### config.mk
export PLATFORM = sky130hd
export DESIGN_NAME = ln4017_seq_ctrl_flat
export DESIGN_NICKNAME = d
export VERILOG_FILES = /design/src/rtl/ln4017_seq_ctrl_if.sv /design/src/rtl/ln4017_seq_ctrl.sv /design/src/flat_wrapper.sv
export SDC_FILE = /design/constraint.sdc
export NUM_CORES = 1
export LEC_CHECK = 0
export CAP_MARGIN = 20
export CORE_MARGIN = 2
export CORE_UTILIZATION = 35
export DETAILED_ROUTE_END_ITERATION = 10
export REMOVE_ABC_BUFFERS = 1
export SYNTH_ARGS = -nofsm -noshare
export SYNTH_HDL_FRONTEND = slang
export SYNTH_SLANG_ARGS = --single-unit
### constraint.sdc
create_clock -name cp0_i -period 2.34 [get_ports cp0_i]
set_clock_uncertainty 0.1 [all_clocks]
set_input_delay 0.351 -clock cp0_i [delete_from_list [all_inputs] [get_ports cp0_i]]
set_output_delay 0.351 -clock cp0_i [all_outputs]
set_load 0.02 [all_outputs]
### src/rtl/ln4017_seq_ctrl_if.sv
// ----------------------------------------------------------------------------
// ln4017_seq_ctrl_if
//   Bundles the control-side and counter-side signals of the 4017 sequencer.
//   The sequencer sits on the slave modport. The environment (control logic
//   plus the external 4017 counter) sits on the master modport.
//
//   Control side : start, stop, loop, len[3:0], dwell[DWELL_W-1:0]  (to sequencer)
//                  stage[3:0], busy, done, fault                     (from sequencer)
//   Counter side : cnt_q[9:0]                                        (to sequencer)
//                  cnt_cp0, cnt_cp1, cnt_mr                          (from sequencer)
// ----------------------------------------------------------------------------
interface ln4017_seq_ctrl_if #(
    parameter int DWELL_W = 8
) ();
    logic               start;
    logic               stop;
    logic               loop;
    logic [3:0]         len;
    logic [DWELL_W-1:0] dwell;
    logic [9:0]         cnt_q;
    logic               cnt_cp0;
    logic               cnt_cp1;
    logic               cnt_mr;
    logic [3:0]         stage;
    logic               busy;
    logic               done;
    logic               fault;

    modport master (
        output start, stop, loop, len, dwell, cnt_q,
        input  cnt_cp0, cnt_cp1, cnt_mr, stage, busy, done, fault
    );

    modport slave (
        input  start, stop, loop, len, dwell, cnt_q,
        output cnt_cp0, cnt_cp1, cnt_mr, stage, busy, done, fault
    );
endinterface

### src/rtl/ln4017_seq_ctrl.sv
// ----------------------------------------------------------------------------
// ln4017_seq_ctrl
//   Sequencer for an external 4017-style decade counter/decoder. Drives the
//   counter's cp0 (step), cp1 (inhibit) and mr (master reset) pins to walk
//   through N of the 10 one-hot stages, holding each for dwell+1 cycles.
//   Runs one-shot or looped. Stage timing: CLEAR, CHECK, DWELL for the first
//   stage, then STEP, CHECK, DWELL (dwell+3 cycles) for each further stage.
//
// Ports
//   cp0_i   : clock, rising edge
//   mr_n_i  : asynchronous active-low reset
//   bus     : ln4017_seq_ctrl_if.slave (control inputs, counter feedback,
//             counter pin drives and status outputs)
//
// Configuration
//   LN4017_CHECK_EN : when defined, CHECK compares cnt_q against the expected
//                     one-hot stage and enters FAULT on a mismatch. When not
//                     defined, cnt_q is ignored and fault is tied low. Timing
//                     is the same in both builds.
// ----------------------------------------------------------------------------
module ln4017_seq_ctrl #(
    parameter int DWELL_W = 8
) (
    input  logic                cp0_i,
    input  logic                mr_n_i,
    ln4017_seq_ctrl_if.slave    bus
);

    typedef enum logic [2:0] {
        S_IDLE,
        S_CLEAR,
        S_CHECK,
        S_DWELL,
        S_STEP,
        S_DONE,
        S_FAULT
    } state_t;

    state_t             state_q, state_d;
    logic [3:0]         stage_q, stage_d;
    logic [3:0]         len_q, len_d;
    logic [DWELL_W-1:0] dwell_q, dwell_d;
    logic               loop_q, loop_d;
    logic [DWELL_W-1:0] dwell_cnt_q, dwell_cnt_d;

    logic cnt_cp0_q, cnt_cp0_d;
    logic cnt_cp1_q, cnt_cp1_d;
    logic cnt_mr_q,  cnt_mr_d;
    logic busy_q,    busy_d;
    logic done_q,    done_d;
    logic fault_q,   fault_d;

    logic chk_fail;
    logic busy_now;

    function automatic logic [3:0] clamp_len(input logic [3:0] l);
        if (l < 4'd2) begin
            return 4'd2;
        end else if (l > 4'd10) begin
            return 4'd10;
        end
        return l;
    endfunction

`ifdef LN4017_CHECK_EN
    // Counter must show exactly the bit for the stage we believe we are in.
    assign chk_fail = (bus.cnt_q != (10'b1 << stage_q));
`else
    logic unused_cnt_q;
    assign unused_cnt_q = ^bus.cnt_q;
    assign chk_fail     = 1'b0;
`endif

    assign busy_now = (state_q == S_CLEAR) || (state_q == S_CHECK) ||
                      (state_q == S_DWELL) || (state_q == S_STEP);

    // Next-state logic.
    always_comb begin
        state_d     = state_q;
        stage_d     = stage_q;
        len_d       = len_q;
        dwell_d     = dwell_q;
        loop_d      = loop_q;
        dwell_cnt_d = dwell_cnt_q;

        case (state_q)
            S_IDLE, S_DONE, S_FAULT: begin
                if (bus.start && !bus.stop) begin
                    state_d     = S_CLEAR;
                    len_d       = clamp_len(bus.len);
                    dwell_d     = bus.dwell;
                    loop_d      = bus.loop;
                    stage_d     = 4'd0;
                    dwell_cnt_d = '0;
                end
            end
            S_CLEAR: begin
                state_d = S_CHECK;
            end
            S_CHECK: begin
                dwell_cnt_d = '0;
                state_d     = chk_fail ? S_FAULT : S_DWELL;
            end
            S_DWELL: begin
                if (dwell_cnt_q == dwell_q) begin
                    dwell_cnt_d = '0;
                    if (stage_q < (len_q - 4'd1)) begin
                        state_d = S_STEP;
                    end else if (loop_q) begin
                        state_d = S_CLEAR;
                        stage_d = 4'd0;
                    end else begin
                        state_d = S_DONE;
                    end
                end else begin
                    dwell_cnt_d = dwell_cnt_q + 1'b1;
                end
            end
            S_STEP: begin
                stage_d = stage_q + 4'd1;
                state_d = S_CHECK;
            end
            default: begin
                state_d = S_IDLE;
            end
        endcase

        // Abort wins over everything else; counter pins go to hold so the
        // counter keeps whatever stage it was showing.
        if (busy_now && bus.stop) begin
            state_d     = S_IDLE;
            stage_d     = stage_q;
            dwell_cnt_d = '0;
        end
    end

    // Output decode from the next state so the pins are registered yet
    // line up with the state they belong to.
    always_comb begin
        cnt_cp0_d = 1'b0;
        cnt_cp1_d = 1'b1;
        cnt_mr_d  = 1'b0;
        busy_d    = 1'b0;
        done_d    = 1'b0;
        fault_d   = 1'b0;
        case (state_d)
            S_CLEAR: begin
                cnt_mr_d = 1'b1;
                busy_d   = 1'b1;
            end
            S_CHECK: begin
                cnt_cp1_d = 1'b0;
                busy_d    = 1'b1;
            end
            S_DWELL: begin
                cnt_cp1_d = 1'b0;
                busy_d    = 1'b1;
            end
            S_STEP: begin
                cnt_cp0_d = 1'b1;
                cnt_cp1_d = 1'b0;
                busy_d    = 1'b1;
            end
            S_DONE: begin
                done_d = 1'b1;
            end
            S_FAULT: begin
`ifdef LN4017_CHECK_EN
                fault_d = 1'b1;
`else
                fault_d = 1'b0;
`endif
            end
            default: begin
                cnt_cp1_d = 1'b1;
            end
        endcase
    end

    always_ff @(posedge cp0_i or negedge mr_n_i) begin
        if (!mr_n_i) begin
            state_q     <= S_IDLE;
            stage_q     <= 4'd0;
            len_q       <= 4'd2;
            dwell_q     <= '0;
            loop_q      <= 1'b0;
            dwell_cnt_q <= '0;
            cnt_cp0_q   <= 1'b0;
            cnt_cp1_q   <= 1'b1;
            cnt_mr_q    <= 1'b1;
            busy_q      <= 1'b0;
            done_q      <= 1'b0;
            fault_q     <= 1'b0;
        end else begin
            state_q     <= state_d;
            stage_q     <= stage_d;
            len_q       <= len_d;
            dwell_q     <= dwell_d;
            loop_q      <= loop_d;
            dwell_cnt_q <= dwell_cnt_d;
            cnt_cp0_q   <= cnt_cp0_d;
            cnt_cp1_q   <= cnt_cp1_d;
            cnt_mr_q    <= cnt_mr_d;
            busy_q      <= busy_d;
            done_q      <= done_d;
            fault_q     <= fault_d;
        end
    end

    assign bus.cnt_cp0 = cnt_cp0_q;
    assign bus.cnt_cp1 = cnt_cp1_q;
    assign bus.cnt_mr  = cnt_mr_q;
    assign bus.stage   = stage_q;
    assign bus.busy    = busy_q;
    assign bus.done    = done_q;
    assign bus.fault   = fault_q;

endmodule

### src/flat_wrapper.sv
// flat-port wrapper written by rule: the top's interface ports become plain ports
module ln4017_seq_ctrl_flat 
#(
    parameter int DWELL_W = 8
)
  (cp0_i, mr_n_i, bus_start, bus_stop, bus_loop, bus_len, bus_dwell, bus_cnt_q, bus_cnt_cp0, bus_cnt_cp1, bus_cnt_mr, bus_stage, bus_busy, bus_done, bus_fault);
  ln4017_seq_ctrl_if #(.DWELL_W(DWELL_W)) bus_i ();
  input  logic cp0_i;
  input  logic mr_n_i;
  input wire logic [$bits(bus_i.start)-1:0] bus_start;
  input wire logic [$bits(bus_i.stop)-1:0] bus_stop;
  input wire logic [$bits(bus_i.loop)-1:0] bus_loop;
  input wire logic [$bits(bus_i.len)-1:0] bus_len;
  input wire logic [$bits(bus_i.dwell)-1:0] bus_dwell;
  input wire logic [$bits(bus_i.cnt_q)-1:0] bus_cnt_q;
  output wire logic [$bits(bus_i.cnt_cp0)-1:0] bus_cnt_cp0;
  output wire logic [$bits(bus_i.cnt_cp1)-1:0] bus_cnt_cp1;
  output wire logic [$bits(bus_i.cnt_mr)-1:0] bus_cnt_mr;
  output wire logic [$bits(bus_i.stage)-1:0] bus_stage;
  output wire logic [$bits(bus_i.busy)-1:0] bus_busy;
  output wire logic [$bits(bus_i.done)-1:0] bus_done;
  output wire logic [$bits(bus_i.fault)-1:0] bus_fault;
  assign bus_i.start = bus_start;
  assign bus_i.stop = bus_stop;
  assign bus_i.loop = bus_loop;
  assign bus_i.len = bus_len;
  assign bus_i.dwell = bus_dwell;
  assign bus_i.cnt_q = bus_cnt_q;
  assign bus_cnt_cp0 = bus_i.cnt_cp0;
  assign bus_cnt_cp1 = bus_i.cnt_cp1;
  assign bus_cnt_mr = bus_i.cnt_mr;
  assign bus_stage = bus_i.stage;
  assign bus_busy = bus_i.busy;
  assign bus_done = bus_i.done;
  assign bus_fault = bus_i.fault;
  ln4017_seq_ctrl #(.DWELL_W(DWELL_W)) u_core (.cp0_i(cp0_i), .mr_n_i(mr_n_i), .bus(bus_i));
endmodule
# Word-level counts from Yosys, hierarchy flattened
# Index checks and enable logic that the tools add are counted.
dict set report classes {
  addsub 3
  n_mul 0
  div 0
  n_lt_le_gt_ge 3
  eq_ne 17
  shifts 0
  mux 27
  n_bitwise 1
  n_reduce_logical 16
}
# op n
set ops {}
lappend ops {{$mux W4} 7}
lappend ops {{$mux W8} 3}
lappend ops {{$pmux W8 S3} 1}
lappend ops {{$eq A3 B3 Y1 const B} 5}
lappend ops {{$mux W3} 5}
lappend ops {{$eq A3 B2 Y1 const B} 4}
lappend ops {{$pmux W3 S4} 1}
lappend ops {{$pmux W4 S3} 1}
lappend ops {{$mux W1} 9}
lappend ops {{$add A8 B1 Y8 const B} 1}
lappend ops {{$eq A8 B8 Y1} 1}
lappend ops {{$eq A3 B1 Y1 const B} 2}
lappend ops {{$reduce_and A6 Y1} 1}
lappend ops {{$reduce_or A3 Y1} 2}
lappend ops {{$add A4 B1 Y4 const B} 1}
lappend ops {{$gt A4 B4 Y1 const B} 1}
lappend ops {{$lt A4 B2 Y1 const B} 1}
lappend ops {{$lt A4 B4 Y1} 1}
lappend ops {{$ne A2 B1 Y1 const B} 2}
lappend ops {{$ne A2 B2 Y1 const B} 2}
lappend ops {{$reduce_and A2 Y1} 2}
lappend ops {{$reduce_bool A4 Y1} 1}
lappend ops {{$reduce_or A4 Y1} 1}
lappend ops {{$sub A4 B1 Y4 const B} 1}
lappend ops {{8 further kinds} 11}
dict set report totals {
  reg_bits 33
  latch_bits 0
  ramBits 0
  mem_bits_ro 0
  in_bits 27
  output_inout_bits 10
  word_cells 78
  mem_count 0
}

# Longest topological paths before layout
# Gate-level depths: netlist of the first run.
dict set report logic_depth {
  depth_word 9
  ltp_mapped 10
  ltp_nobuf 10
}

# Worst setup path before layout of the first run
# Ideal clock, no wire load.
dict set report synth_timing {
  path_type {flip-flop to flip-flop}
  start {reg u_core.len_q[1]}
  end {reg u_core.busy_q (netlist: u_core.bus.busy)}
  setup_time_ns 0.133
  arrival_ns 2.108
  required_ns 2.107
  path_slack_ns -0.001
  path_stages_with_launch 11
  path_buffers 0
  synth_period_minus_slack_ns 2.341
  path_cell_list {dfstp_2 -> inv_1 -> ha_1 -> xnor2_1 -> ha_1 -> or3_1 -> o211a_1 -> nor3_1 -> o31a_1 -> a21o_1 -> o21ai_1}
}
dict set report synth_via {
  elab_chain_cells 9
  elab_cells_between_ends 12
  cone_classes {add/sub (1); order compare (1); eq/ne (4); mux (5); reduce/logical (1)}
}
# item line
set synth_rtl {}
lappend synth_rtl {{start, declared} ln4017_seq_ctrl.sv:41} ;# logic [3:0] len_q, len_d;
lappend synth_rtl {{start signal, assigned} ln4017_seq_ctrl.sv:197} ;# len_q <= len_d;
lappend synth_rtl {{$sub A4 B1 Y4 (*)} ln4017_seq_ctrl.sv:107} ;# if (stage_q < (len_q - 4'd1)) begin
lappend synth_rtl {{$lt A4 B4 Y1 (*)} ln4017_seq_ctrl.sv:107}
lappend synth_rtl {{$mux W3 (*)} ln4017_seq_ctrl.sv:107}
lappend synth_rtl {{$mux W3 (*)} ln4017_seq_ctrl.sv:105} ;# if (dwell_cnt_q == dwell_q) begin
lappend synth_rtl {{$pmux W3 S4 (*)} ln4017_seq_ctrl.sv:86} ;# case (state_q)
lappend synth_rtl {{$mux W3 (*)} ln4017_seq_ctrl.sv:130} ;# if (busy_now && bus.stop) begin
lappend synth_rtl {{$eq A3 B1 Y1, or another cell as far along} ln4017_seq_ctrl.sv:146} ;# case (state_d)
lappend synth_rtl {{$reduce_or A4 Y1 (no line) (*)} --}
lappend synth_rtl {{$mux W1 (*)} ln4017_seq_ctrl.sv:146}
lappend synth_rtl {{named net u_core.busy_d} ln4017_seq_ctrl.sv:49} ;# logic busy_q, busy_d;
lappend synth_rtl {{end signal, assigned} ln4017_seq_ctrl.sv:204} ;# busy_q <= busy_d;
lappend synth_rtl {{end, declared} ln4017_seq_ctrl.sv:49}
# The timed path passes the listed nets; every way through them passes the cells marked *.
# A chain may end at the register's enable or synchronous reset.

# Worst setup path after layout of the first run
dict set report layout_timing {
  start {reg u_core.len_q[1]}
  end {reg u_core.cnt_cp0_q (netlist: u_core.bus.cnt_cp0)}
}
dict set report layout_via {
  elab_chain_cells 8
}
# item line
set layout_rtl {}
lappend layout_rtl {{$sub A4 B1 Y4} ln4017_seq_ctrl.sv:107}
lappend layout_rtl {{$lt A4 B4 Y1} ln4017_seq_ctrl.sv:107}
lappend layout_rtl {{$mux W3} ln4017_seq_ctrl.sv:107}
lappend layout_rtl {{$mux W3} ln4017_seq_ctrl.sv:105}
lappend layout_rtl {{$pmux W3 S4} ln4017_seq_ctrl.sv:86}
lappend layout_rtl {{$mux W3} ln4017_seq_ctrl.sv:130}
lappend layout_rtl {{named net u_core.state_d[2]} ln4017_seq_ctrl.sv:39} ;# state_t state_q, state_d;
lappend layout_rtl {{$eq A3 B3 Y1} ln4017_seq_ctrl.sv:146}
lappend layout_rtl {{$mux W1} ln4017_seq_ctrl.sv:146}
lappend layout_rtl {{named net u_core.cnt_cp0_d} ln4017_seq_ctrl.sv:46} ;# logic cnt_cp0_q, cnt_cp0_d;
lappend layout_rtl {{end signal, assigned} ln4017_seq_ctrl.sv:201} ;# cnt_cp0_q <= cnt_cp0_d;
lappend layout_rtl {{end, declared} ln4017_seq_ctrl.sv:46}
# The timed path passes the listed nets, and every way through them passes these cells.

==> results of run 1 <==
==> worst max-delay path, cell delays in order, from the launching register on <==
cell and delay (ns):
dfstp_2 0.54, inv_2 0.05, ha_4 0.17, xnor2_4 0.17, ha_4 0.21, or3_4 0.32
buf_4 0.15, o2111ai_2 0.10, a31oi_1 0.16, buf_4 0.18, nor2_1 0.17, and2_1 0.15
==> power by group through the flow <==
stage	combinational [mW]	sequential, mW	clock, mW
2_1_floorplan	0.616	0.900	0
3_3_place_gp	0.966	0.887	0
3_5_place_dp	0.981	0.889	0
4_1_cts	1.05	0.881	0.578
5_1_grt	1.35	0.908	0.607
6_report	1.22	0.884	0.561
==> state kept, by name, summed over array words and instances, names as in the netlist <==
register,cells
u_core.bus.stage,4
u_core.len_q,4
u_core.bus.done,1
u_core.bus.cnt_mr,1
u_core.bus.cnt_cp1,1
u_core.bus.busy,1
u_core.loop_q,1
u_core.state_q,3
u_core.dwell_cnt_q,8
u_core.dwell_q,8
u_core.bus.cnt_cp0,1
==> routing by layer <==
metal	GRT usage	wire, um	up-vias
met5	0	0	-
met4	0.0702	80	0
met3	0.0310	121	6
met2	0.251	2130	23
met1	0.193	1920	751
li1	-	-	758
==> placed cells by master, fill, tap and decap left out, types with 3 or more instances in the layout <==
master / n
ha_1: 4
dfrtp_1: 30
nand4_1: 3
and3_1: 3
mux2_2: 7
o21ai_1: 5
o211ai_1: 3
nor2b_1: 3
mux2_1: 4
xor2_1: 3
inv_1: 5
nor3_1: 3
nand2_1: 9
a22o_1: 4
buf_4: 22
dfstp_2: 3
nand3_1: 10
o21ai_0: 6
xnor2_1: 15
clkdlybuf4s50_1: 25
clkbuf_8: 6
nor2_1: 12
==> repair_timing <==
action / CTS / global route
endpoints found under the setup margin: 10 / 11
pin swaps: 11 / 11
resized for setup: 6 / 11
setup buffers: 3 / 2
hold buffers: 0 / 0
==> final cells by class <==
cell class / count / area [sq um] / share of cell area
clock inverters: 1 / 30.0 / 0.0114
multi-input cells: 138 / 1130 / 0.432
flip-flops and latches: 33 / 830 / 0.316
well taps: 72 / 90.1 / 0.0343
inverters: 6 / 22.5 / 0.00857
clock buffers: 7 / 86.3 / 0.0328
repair buffers: 48 / 435 / 0.166
==> how the worst max path moves through the flow <==
stage	slack, ns	startpoint	end
global route	-0.32	u_core.len_q[1]$_DFFE_PN1P_	u_core.bus.busy$_DFF_PN0_
CTS	-0.20	u_core.len_q[1]$_DFFE_PN1P_	u_core.bus.busy$_DFF_PN0_
finish	-0.20	u_core.len_q[1]$_DFFE_PN1P_	u_core.bus.cnt_cp0$_DFF_PN0_
floorplan	-0.001	u_core.len_q[1]$_DFFE_PN1P_	u_core.bus.busy$_DFF_PN0_
detailed placement	-0.25	u_core.len_q[1]$_DFFE_PN1P_	u_core.bus.stage[2]$_DFFE_PN0P_
global placement	-0.19	u_core.len_q[1]$_DFFE_PN1P_	u_core.bus.stage[3]$_DFFE_PN0P_
==> cell families (layout without fill, tap and decap cells) <==
kind of cell / Yosys count / count (layout) / synth area share
flops: 33 / 33 / 0.427
buf+inv: 13 / 62 / 0.0354
compound gates: 37 / 37 / 0.148
simple gates: 60 / 60 / 0.177
mux: 13 / 13 / 0.0747
xor+xnor: 19 / 19 / 0.0857
other cells: 1 / 1 / 0.00193
fa+ha+maj: 8 / 8 / 0.0503
==> reports/results.tsv, run 1 <==
stage	metric	value	unit
grt	grt_pass1_vias	1571	
layout	area_growth	35.4	%
placement	port_buffers	25	
setup_path	crit_type	reg2reg	
setup_path	r2r-start	u_core.len_q[1]$_DFFE_PN1P_	
sta	tns	-1.43	ns
job	max-cap-violations	0	
layout	final_area	2630	sq um
grt	grt_util_all_layers	0.153	
power_and_ir_drop	peakVddDrop	0.419	mV
clock_tree	numCtsBuffers	5	
routing	num_vias	1538	
setup_path	worstRegToRegCells	11	
synth	syn_area	1940	sq um
sta	clock.fmax	393	MHz
grt	grt_pass1_wl	7310	um
layout	drive_gt1_frac	0.275	
layout	final_cells	305	
clock_tree	clock-sinks	33	
setup_path	cp-start-kind	flip-flop	
clock_tree	clock_path_buffers	2	
synth	synth_cell_type_count	49	
setup_path	cp.arrival	2.67	ns
floorplan	fp-row-count	27	
synth	synth_top_flop_cell	dfrtp_1	
synth	synth_edf_count	0	
clock_tree	ctsHtreeMaxLevel	2	
clock_tree	cts_tree	done	
power_and_ir_drop	power_frac_comb	0.457	
outcome	violations	setup timing	
sta	final-max-slew-violation-count	0	
placement	pre_cts_ws	-0.248	ns
layout	fin_util	0.483	
routing	drt_iter0_markers	68	
synth	synth-seq-cells	33	
routing	wirelength	4250	um
layout	final_nets	265	
outcome	status	finished with violations	
synth	synth_top_area_frac	0.387	
synth	syn_avg_cell_area	10.6	sq um
power_and_ir_drop	p_leak	1.09	nW
synth	yosysMostFrequentCell	dfrtp_1	
clock_tree	cts_root_buffer	clkbuf_8	
setup_path	r2r_slack	-0.20	ns
routing	route.detailed.drc	0	
synth	async_flop_share	1.00	
grt	antenna_found_initial	0	
routing	drt.antenna.violating_nets	0	
synth	syn_inst	184	
placement	place_inst	293	
sta	min_period_over_period	1.09	
power_and_ir_drop	powerDensity	1010	nW/um^2
placement	place_area	2390	sq um
synth	ys_warn_count	0	
sta	layout_setup_ws	-0.201	ns
hold_path	min_path_type	in2async	
synth	yosys-top-cells-count	dfrtp_1 (30), xnor2_1 (16), nor2_1 (12)	
layout	fillers	505	
placement	dp_hpwl	2920	um
setup_path	timing.rr.end	u_core.bus.cnt_cp0$_DFF_PN0_	
floorplan	dieArea	6160	sq um
synth	synth_area_leaders	dfrtp_1 (39%), xnor2_1 (7.2%), mux2_2 (4.6%)	
floorplan	initial_utilization	0.357	
power_and_ir_drop	p_clk_frac	0.211	
sta	whs	0.379	ns
synth	yosysSeqAreaShare	0.427	
floorplan	die_h	78.5	um
routing	dr.pass1.iters	4	
power_and_ir_drop	p_seq_frac	0.332	
placement	place_congestion	0.833	
floorplan	fp.dieW	78.5	um
floorplan	coreArea	5440	sq um
grt	grt_overflow	0	
routing	via_per_inst	5.04	
setup_path	critPathCaptureType	flip-flop	
setup_path	required	2.47	ns
sta	rsz0062_at_grt	yes	
power_and_ir_drop	intPower	1.76	mW
clock_tree	clkTransAtPathRegs	0.07	ns
power_and_ir_drop	power	2.66	mW
sta	min_period	2.54	ns
power_and_ir_drop	switching_share	0.338	
routing	wl_per_cell	13.9	um
floorplan	ios	37	
sta	setup_viol	11	
power_and_ir_drop	switching_power	0.899	mW
grt	grt_max_degree	34	
layout	antenna_cells	0	
setup_path	worstPathMaxFanout	3	
sta	hold_violations	0	
synth	yosysTopAreaCell	dfrtp_1	
clock_tree	clk_latency	0.28	ns
Note: power is estimated with default switching activity, not from simulation.
==> run 2, diff against run 1 <==
--- a/config.mk
+++ b/config.mk
@@ -10,6 +10,7 @@
 export CORE_UTILIZATION = 35
 export DETAILED_ROUTE_END_ITERATION = 10
 export REMOVE_ABC_BUFFERS = 1
+export SETUP_SLACK_MARGIN = 0.05
 export SYNTH_ARGS = -nofsm -noshare
 export SYNTH_HDL_FRONTEND = slang
 export SYNTH_SLANG_ARGS = --single-unit
==> constraint.sdc (replaced) <==
create_clock -name cp0_i -period 2.5 [get_ports cp0_i]
set_clock_uncertainty 0.1 [all_clocks]
set_input_delay 0.375 -clock cp0_i [delete_from_list [all_inputs] [get_ports cp0_i]]
set_output_delay 0.375 -clock cp0_i [all_outputs]
set_load 0.02 [all_outputs]
==> run 2 against run 1 <==
Effect of this change:
- the run still ends with setup timing left
- maximum frequency up 0.33%
- critical path depth unchanged
- flip-flop and latch count unchanged
- first-iteration DRC count down 56%
- largest power group unchanged
- combinational power down 19%
- largest cell class unchanged
- worst setup slack better by 0.17 ns
- sequential power down 5.0%
- utilization down 0.85 points
- non-clock buffer count down 6
==> reports/results.tsv, run 2 (synthesis results as in run 1) <==
stage	metric	value	unit	change
placement	place_congestion	0.837		was 0.833
power_and_ir_drop	p_leak	1.07	nW	was 1.09 nW
layout	final_area	2580	sq um	was 2630 sq um
sta	worst_pin_slew	0.522	ns	
setup_path	cp.arrival	2.58	ns	was 2.67 ns
routing	route.detailed.drc	0		unchanged
grt	grt_max_degree	34		unchanged
placement	place_area	2350	sq um	was 2390 sq um
grt	antenna_found_initial	0		unchanged
routing	wirelength	4000	um	was 4250 um
layout	final_nets	259		was 265
clock_tree	clk_latency	0.29	ns	was 0.28 ns
routing	wl_per_cell	13.4	um	was 13.9 um
power_and_ir_drop	powerDensity	942	nW/um^2	was 1010 nW/um^2
layout	fin_util	0.475		was 0.483
floorplan	fp-row-count	27		unchanged
clock_tree	ctsHoldBuffers	0		unchanged
setup_path	critPathCaptureType	flip-flop		unchanged
routing	drt_iter0_markers	30		was 68
grt	grt_util_all_layers	0.147		was 0.153
routing	num_vias	1485		was 1538
routing	highest_layer	met4		unchanged
grt	grt_pass1_wl	7100	um	was 7310 um
routing	via_per_inst	4.97		was 5.04
floorplan	fp.dieW	78.5	um	unchanged
outcome	status	finished with violations		unchanged
placement	dp_hpwl	2810	um	was 2920 um
grt	grt_pass1_vias	1576		was 1571
clock_tree	clock-sinks	33		unchanged
floorplan	initial_utilization	0.357		unchanged
routing	wl_met1	1890	um	was 1920 um
setup_path	cp-start-kind	flip-flop		unchanged
setup_path	r2r-start	u_core.len_q[1]$_DFFE_PN1P_		unchanged
sta	setup_viol	1		was 11
floorplan	die_h	78.5	um	unchanged
outcome	violations	setup timing		unchanged
layout	final_common_cell	dfrtp_1		unchanged
clock_tree	cts_root_buffer	clkbuf_8		unchanged
setup_path	worstRegToRegCells	11		unchanged
layout	final_cells	299		was 305
sta	slew_headroom	0.652		
hold_path	min_path_type	in2async		unchanged
floorplan	ios	37		unchanged
layout	area_growth	33.0	%	was 35.4%
layout	drive_gt1_frac	0.260		was 0.275
floorplan	dieArea	6160	sq um	unchanged
routing	drt.antenna.violating_nets	0		unchanged
job	max-cap-violations	0		unchanged
setup_path	r2r_slack	-0.03	ns	was -0.20 ns
placement	port_buffers	25		unchanged
clock_tree	numCtsBuffers	5		unchanged
setup_path	required	2.55	ns	was 2.47 ns
sta	min_period	2.53	ns	was 2.54 ns
clock_tree	cts_tree	done		unchanged
layout	multi_input_area	1110	sq um	was 1130 sq um
sta	layout_setup_ws	-0.0331	ns	was -0.201 ns
layout	layout_common_cells	dfrtp_1 (30), clkdlybuf4s50_1 (25), xnor2_1 (15), buf_4 (15), nor2_1 (11)		was dfrtp_1 (30), clkdlybuf4s50_1 (25), buf_4 (22)
setup_path	timing.rr.end	u_core.bus.busy$_DFF_PN0_		was u_core.bus.cnt_cp0$_DFF_PN0_
sta	min_period_over_period	1.01		was 1.09
layout	reg_top3	u_core.dwell_cnt_q (8), u_core.dwell_q (8)		unchanged
setup_path	worstPathMaxFanout	4		was 3
sta	final-max-slew-violation-count	0		unchanged
sta	rsz0062_at_grt	yes		unchanged
clock_tree	clock_path_buffers	2		unchanged
layout	seq_area	830	sq um	unchanged
layout	fillers	513		was 505
placement	place_inst	287		was 293
clock_tree	ctsHtreeMaxLevel	2		unchanged
sta	hold_violations	0		unchanged
routing	dr.pass1.iters	4		unchanged
grt	grt_overflow	0		unchanged
layout	antenna_cells	0		unchanged
setup_path	crit_type	reg2reg		unchanged
sta	clock.fmax	395	MHz	was 393 MHz
routing	wl_met3	132	um	was 121 um
power_and_ir_drop	peakVddDrop	0.379	mV	was 0.419 mV
routing	met2_length	1890	um	was 2130 um
clock_tree	clkTransAtPathRegs	0.07	ns	about the same
floorplan	coreArea	5440	sq um	unchanged
## run 2: area by class of cell
cell class              instances  share of cell area
inverters                       6             0.00872
multi-input cells             138               0.431
repair buffers                 42               0.153
clock buffers                   5              0.0266
clock inverters                 3              0.0252
flip-flops and latches         33               0.321
well taps                      72              0.0349
## run 2: worst max path at each step
| stage | startpoint | to | depth (start not counted) | slack (ns) |
|---|---|---|---|---|
| final | u_core.len_q[1]$_DFFE_PN1P_ | u_core.bus.busy$_DFF_PN0_ | 11 | -0.03 |
| after global routing | u_core.len_q[1]$_DFFE_PN1P_ | u_core.bus.busy$_DFF_PN0_ | 11 | -0.12 |
| after CTS | u_core.len_q[1]$_DFFE_PN1P_ | u_core.bus.busy$_DFF_PN0_ | 11 | -0.05 |
| after detailed placement | u_core.len_q[1]$_DFFE_PN1P_ | u_core.bus.stage[3]$_DFFE_PN0P_ | 10 | -0.06 |
| after global placement | u_core.len_q[1]$_DFFE_PN1P_ | u_core.bus.stage[2]$_DFFE_PN0P_ | 10 | -0.04 |
| after floorplan | u_core.len_q[1]$_DFFE_PN1P_ | u_core.bus.busy$_DFF_PN0_ | 10 | 0.16 |
## run 2: repair_timing
action                     4_1_cts  5_1_grt
setup buffers                    3        1
pin swaps                        7        8
setup endpoints to repair        5       10
gates resized for setup          7        6
## run 2: critical path, cell delays in order (launching register included)
cell and delay [ns]:
dfstp_2 0.54, inv_2 0.05, ha_4 0.16, xnor2_2 0.14, ha_4 0.16, or3_4 0.33
o211a_1 0.23, nor3_2 0.10, buf_4 0.14, o31a_1 0.25, a21o_1 0.15, o21ai_1 0.05
## run 2: metal layers
metal | vias to the layer above | global-route usage
li1 | 745 | -
met1 | 712 | 0.190
met2 | 22 | 0.231
met3 | 6 | 0.0368
met4 | 0 | 0.0667
met5 | - | 0
## run 2: where the power goes
| group | switching (mW) | internal (mW) | leakage [nW] | total, mW |
|---|---|---|---|---|
| clock network | 0.201 | 0.396 | 0.0681 | 0.597 |
| registers | 0.144 | 0.696 | 0.422 | 0.840 |
| logic | 0.463 | 0.531 | 0.575 | 0.994 |
## run 2: stage by stage
| stage | TNS, ns | power, mW | hold WS [ns] | worst slack, ns |
|---|---|---|---|---|
| 3_5_place_dp | -0.115 | 1.71 | 0.410 | -0.0552 |
| 2_1_floorplan | 0 | 1.42 | -0.0206 | 0.159 |
| 3_3_place_gp | -0.0718 | 1.69 | 0.398 | -0.0375 |
| 4_1_cts | -0.0481 | 2.39 | 0.409 | -0.0481 |
| 6_report | -0.0331 | 2.43 | 0.392 | -0.0331 |
| 5_1_grt | -0.400 | 2.61 | 0.450 | -0.115 |
